<file path="config.mk">
export PLATFORM = sky130hd
export DESIGN_NAME = execute_cycle
export DESIGN_NICKNAME = d
export VERILOG_FILES = /design/src/rtl/riscv_pkg.sv /design/src/rtl/execute_cycle_alu.sv /design/src/rtl/execute_cycle.sv
export SDC_FILE = /design/constraint.sdc
export NUM_CORES = 1
export LEC_CHECK = 0
export ABC_CLOCK_PERIOD_IN_PS = 12200
export BUFFER_PORTS_ARGS = -buffer_cell sky130_fd_sc_hd__buf_2
export CAP_MARGIN = 10
export CORE_ASPECT_RATIO = 0.7
export CORE_MARGIN = 3
export CORE_UTILIZATION = 45
export CTS_CLUSTER_DIAMETER = 80
export DETAILED_ROUTE_END_ITERATION = 10
export PLACE_DENSITY = 0.72
export SYNTH_ARGS = -nofsm -noshare
export SYNTH_HDL_FRONTEND = slang
export SYNTH_HIERARCHICAL = 1
export SYNTH_SLANG_ARGS = --single-unit
</file>
<file path="constraint.sdc">
create_clock -name clk -period 12.2 [get_ports clk]
set_clock_uncertainty 0.15 [all_clocks]
set_input_delay 2.44 -clock clk [delete_from_list [all_inputs] [get_ports clk]]
set_output_delay 2.44 -clock clk [all_outputs]
set_load 0.005 [all_outputs]
</file>
<file path="src/rtl/riscv_pkg.sv">
// Shared constants for the RV32I pipeline.
// ALU op codes, forward-mux selects and datapath widths.
package riscv_pkg;

    localparam int XLEN = 32;
    localparam int REGW = 5;

    localparam logic [2:0] ALU_ADD = 3'b000;
    localparam logic [2:0] ALU_SUB = 3'b001;
    localparam logic [2:0] ALU_AND = 3'b010;
    localparam logic [2:0] ALU_OR  = 3'b011;
    localparam logic [2:0] ALU_SLT = 3'b101;

    localparam logic [1:0] FWD_RF  = 2'b00;
    localparam logic [1:0] FWD_WB  = 2'b01;
    localparam logic [1:0] FWD_MEM = 2'b10;

endpackage

</file>
<file path="src/rtl/execute_cycle_alu.sv">
// Combinational ALU for the EX stage.
// Unsupported op codes yield zero.
module alu
    import riscv_pkg::*;
#(
    parameter int XLEN = riscv_pkg::XLEN
) (
    input  logic [XLEN-1:0] SrcA,
    input  logic [XLEN-1:0] SrcB,
    input  logic [2:0]      ALUControl,
    output logic [XLEN-1:0] Result,
    output logic            Zero
);

    logic sltBit;

    assign sltBit = ($signed(SrcA) < $signed(SrcB));

    // Select the operation result.
    always_comb begin
        Result = '0;
        case (ALUControl)
            ALU_ADD: Result = SrcA + SrcB;
            ALU_SUB: Result = SrcA - SrcB;
            ALU_AND: Result = SrcA & SrcB;
            ALU_OR:  Result = SrcA | SrcB;
            ALU_SLT: Result = {{(XLEN-1){1'b0}}, sltBit};
            default: Result = '0;
        endcase
    end

    assign Zero = (Result == '0);

endmodule

</file>
<file path="src/rtl/execute_cycle.sv">
// EX stage: operand forwarding, ALU, beq resolution
// and the EX/MEM pipeline register.
module execute_cycle
    import riscv_pkg::*;
#(
    parameter int XLEN = riscv_pkg::XLEN,
    parameter int REGW = riscv_pkg::REGW
) (
    input  logic            clk,
    input  logic            rst,
    input  logic            FlushE,
    input  logic            RegWriteE,
    input  logic            ALUSrcE,
    input  logic            MemWriteE,
    input  logic            ResultSrcE,
    input  logic            BranchE,
    input  logic [2:0]      ALUControlE,
    input  logic [XLEN-1:0] RD1_E,
    input  logic [XLEN-1:0] RD2_E,
    input  logic [XLEN-1:0] Imm_Ext_E,
    input  logic [XLEN-1:0] PCE,
    input  logic [XLEN-1:0] PCPlus4E,
    input  logic [REGW-1:0] RD_E,
    input  logic [1:0]      ForwardA_E,
    input  logic [1:0]      ForwardB_E,
    input  logic [XLEN-1:0] ResultW,
    output logic            PCSrcE,
    output logic [XLEN-1:0] PCTargetE,
    output logic            RegWriteM,
    output logic            MemWriteM,
    output logic            ResultSrcM,
    output logic [REGW-1:0] RD_M,
    output logic [XLEN-1:0] ALUResultM,
    output logic [XLEN-1:0] WriteDataM,
    output logic [XLEN-1:0] PCPlus4M
);

    logic [XLEN-1:0] srcA;
    logic [XLEN-1:0] fwdB;
    logic [XLEN-1:0] srcB;
    logic [XLEN-1:0] aluResult;
    logic            zero;

    // Operand A forward mux; code 11 behaves like the register file path.
    always_comb begin
        srcA = RD1_E;
        case (ForwardA_E)
            FWD_WB:  srcA = ResultW;
            FWD_MEM: srcA = ALUResultM;
            default: srcA = RD1_E;
        endcase
    end

    // Operand B forward mux; its output is also the store data.
    always_comb begin
        fwdB = RD2_E;
        case (ForwardB_E)
            FWD_WB:  fwdB = ResultW;
            FWD_MEM: fwdB = ALUResultM;
            default: fwdB = RD2_E;
        endcase
    end

    assign srcB = ALUSrcE ? Imm_Ext_E : fwdB;

    alu #(.XLEN(XLEN)) uAlu (
        .SrcA       (srcA),
        .SrcB       (srcB),
        .ALUControl (ALUControlE),
        .Result     (aluResult),
        .Zero       (zero)
    );

    assign PCSrcE    = BranchE & zero & ~FlushE;
    assign PCTargetE = PCE + Imm_Ext_E;

    // EX/MEM register: a flush kills control and RD, data still loads.
    always_ff @(posedge clk) begin
        if (!rst) begin
            RegWriteM  <= 1'b0;
            MemWriteM  <= 1'b0;
            ResultSrcM <= 1'b0;
            RD_M       <= '0;
            ALUResultM <= '0;
            WriteDataM <= '0;
            PCPlus4M   <= '0;
        end else begin
            RegWriteM  <= RegWriteE & ~FlushE;
            MemWriteM  <= MemWriteE & ~FlushE;
            ResultSrcM <= ResultSrcE & ~FlushE;
            RD_M       <= FlushE ? '0 : RD_E;
            ALUResultM <= aluResult;
            WriteDataM <= fwdB;
            PCPlus4M   <= PCPlus4E;
        end
    end

endmodule

</file>
==> flow_summary.yaml <==
routing:
  drt-total-wl_mm: 47.4
  wl_per_cell_um: 21.9
  remaining_drc_errors: 0
  first_pass_iters: 7
  drt_iter0_markers: 1536
  antenna_left: 0
  post_drt_via_cell_ratio: 6.11
  vias: 13200
worst_setup_path:
  worstPathArrival_ps: 8320
  critPathCaptureType: "output port"
  path_delay_family: "simple AND/OR/NAND/NOR gates"
  rr_worst_depth: 17
  max_stage_delay_ps: 590
  worstPathCellList: "buf_2 > inv_1 > ha_2 > buf_4 > a21oi_1 > o21ai_0 > inv_1 > ha_1 > nor2b_1 > or4_1 > o32a_1 > and2_1 > nand3_1 > o21ai_1 > mux2i_1 > a2111o_1 > or4b_1 > nor4_1 > and4bb_1 > nand2_1 > nor2_1 > buf_2"
  cp_slowest_cell: "ha_1"
  crit_cells: 22
  cp_max_fo: 42
  cp.required_ps: 9610
  crit_buf_inv: 5
  start_kind: "input port"
  critPathKind: "input port to output port"
clock_network:
  path_clk_slew_ps: 80
  clk_root_buffer_cell: "clkbuf_16"
  h-tree-depth: 3
  clockBufferDepth: 2
  cts_made_buffers: 9
  ctsHoldBuffers: 0
  postCtsSetupRepairBufs: 0
  tritoncts: "done"
  cts_sinks: 104
  ctsResizeCount: 0
  clock_latency_ps: 380
yosys:
  avgSynthCellArea_um2: 7.24
  synth_edf_count: 0
  ys_ff_latch: 104
  syn_nets: 1918
  syn_inst: 1561
  netlist_area_um2: 11300
  yosysWarnings: 6
  synth_flop_cell: "dfxtp_1"
  ys_seq_area_share_pct: 18.4
  async_reset_ff_share_pct: 0
  synthTopCellsByArea: "dfxtp_1 18%, ha_1 16%, a21oi_1 6.2%, o21ai_0 5.5%, nand2_1 4.8%"
  synth.top_cell.area_share_pct: 18.4
  netlist.top_cell.by_area: "dfxtp_1"
  netlist-cell-type-count: 88
global_routing:
  track_usage_pct: 33.0
  grt_max_degree: 77
  gr-total-overflow: 0
  antenna_found_initial: 2
  grt_pass1_wl_mm: 72.0
  first_global_vias: 12400
die:
  die_w_um: 195
  coreArea_um2: 24200
  dieHeight_um: 139
  rows: 47
  die_area_um2: 27100
  io_pins: 349
  start_util_pct: 46.7
worst_hold_path:
  min_path_type: "flop to flop"
  min_path_cells: 4
power_and_ir_drop:
  p_leak_nw: 6.46
  power_density_nw_per_um2: 108
  max-vdd-ir-drop_v: 0.0000764
timing:
  fin_crit_sh_pct: 89.5
  maxSlewHeadroom_pct: 33.5
  hold_viol: 0
  fmax_mhz: 91.6
  setup_viol: 0
  grt_setup_unrepaired: "no"
  maxSlewViolCount: 0
  worstMarginPinSlew_ps: 995
  period_needed_ps: 10910
  tns_ps: 0
finish:
  layout-drive-gt1-share_pct: 22.5
  fillers: 2404
  final_net_count: 2200
  area_delta_synth_final_pct: 19.4
  utilization_pct: 55.8
placed_design:
  hpwl_mm: 38.2
  portBuffers: 348
  gp_congestion: 1.03
status:
  outcome: "finished clean"
run:
  maxCapViolations: 0
-- area by class of cell --
| cell class | instances | area [um^2] | area share, % |
|---|---|---|---|
| clock buffer | 12 | 256 | 1.90 |
| multi-input combinational | 1260 | 8440 | 62.6 |
| inverter | 105 | 394 | 2.92 |
| tap | 318 | 398 | 2.95 |
| clock inverter | 4 | 51.3 | 0.380 |
| timing repair buffer | 363 | 1850 | 13.8 |
| sequential | 104 | 2080 | 15.4 |
| antenna | 2 | 5.00 | 0.0371 |
-- layout by cell type, fill, tap and decap left out, types with 7 or more instances in the layout --
master,instances
and3_1,8
a211oi_1,19
a22oi_1,67
a21oi_1,139
xor2_1,16
o21a_1,7
dfxtp_1,104
nor4_1,11
buf_4,15
buf_2,348
o211ai_1,20
a21o_1,28
nor3_1,10
nand2_1,143
inv_1,104
nor2b_1,49
o22ai_1,10
clkbuf_16,9
nand3_1,31
nand4_1,15
and2_1,78
o21ai_0,125
a2111oi_0,8
o21bai_1,8
o31ai_1,10
nor2_1,141
ha_1,141
a31oi_1,9
xnor2_1,35
-- power by group --
group	total, mW	internal, mW	switching, mW
sequential	0.380	0.364	0.0154
combinational	0.753	0.284	0.469
clock	0.317	0.171	0.146
-- layer usage --
layer  vias up  wire [um]  global-route usage, %
met5         -          0                      0
met2       885      20800                   52.5
met1      6160      20100                   45.4
li1       6108          -                      -
met3        95       4940                   6.53
met4         0       1500                   9.56
-- cell usage after synthesis (4+ instances only) --
| master | n |
|---|---|
| o21ai_1 | 6 |
| a22oi_1 | 67 |
| or2_2 | 4 |
| nand2b_1 | 6 |
| nor4_1 | 11 |
| and3_1 | 8 |
| a31oi_1 | 9 |
| nor3_1 | 10 |
| a31o_2 | 4 |
| and2_1 | 78 |
| o21a_1 | 7 |
| a2111oi_0 | 8 |
| nand3b_1 | 4 |
| or4_1 | 6 |
| a22o_1 | 4 |
| a211o_1 | 4 |
| o21ai_0 | 125 |
| nand4_1 | 15 |
| or3_1 | 6 |
| dfxtp_1 | 104 |
| nor2b_1 | 49 |
| buf_1 | 13 |
| nand3_1 | 31 |
| a221oi_1 | 6 |
| ha_1 | 142 |
| xnor2_1 | 35 |
| inv_1 | 104 |
| o21bai_1 | 8 |
| xor2_1 | 16 |
| a211oi_1 | 19 |
| o22ai_1 | 10 |
| nand2_1 | 143 |
| nor2_1 | 141 |
| o31ai_1 | 10 |
| a21o_1 | 28 |
| buf_2 | 16 |
| clkbuf_1 | 60 |
| o211ai_1 | 20 |
| a21oi_1 | 139 |
| o2111ai_1 | 5 |
| a211oi_2 | 6 |
-- stage by stage --
stage	power (mW)	std cells	setup slack (ps)	hold slack, ps	instance area (um^2)
finish	1.45	2168	1290	561	13500
global placement	1.11	2150	1570	526	13200
CTS	1.43	2166	1440	558	13500
detailed placement	1.11	2150	1450	537	13200
global route	1.53	2168	973	597	13500
floorplan	0.866	1561	2910	522	11300
-- cell families (layout without fill, tap and decap cells) --
family	count (synthesis)	in the layout	synth area share (%)
DFF	104	104	18.4
buffers and inverters	197	484	6.86
AOI/OAI and AO/OA	534	534	31.2
muxes	5	5	0.565
adders and majority gates	145	145	16.3
and+or+nand+nor	525	525	22.7
other	0	2	0
xor gates and xnor gates	51	51	3.95
-- worst reg2reg max path: stages (launching register included) --
cell and delay [ps]:
dfxtp_1 410, a22oi_1 110, nor2_1 110, a21oi_1 70
o21ai_0 660, inv_1 220, ha_1 350, or2_1 270
a211oi_2 230, a221oi_1 220, o21ai_2 330, nand3_1 230
a2111oi_0 430, o21ai_0 180, xor2_1 160, nand2_1 80
a21oi_1 380, and2_1 190
-- flip-flops by register name, summed over array words and instances (netlist names) --
register,count
ALUResultM,32
PCPlus4M,32
WriteDataM,32
RD_M,5
MemWriteM,1
RegWriteM,1
ResultSrcM,1
-- path summary, 6_finish.rpt --
kind                            slack (ps)                         to                 startpoint
worst max-delay path                  1290                     PCSrcE              ForwardB_E[0]
worst min-delay path                   560  WriteDataM[13]$_SDFF_PN0_  ALUResultM[13]$_SDFF_PN0_
worst max register to register        7400  ALUResultM[29]$_SDFF_PN0_   ALUResultM[1]$_SDFF_PN0_
worst min register to register         560  WriteDataM[13]$_SDFF_PN0_  ALUResultM[13]$_SDFF_PN0_
Power figures use the tool's default switching activity.
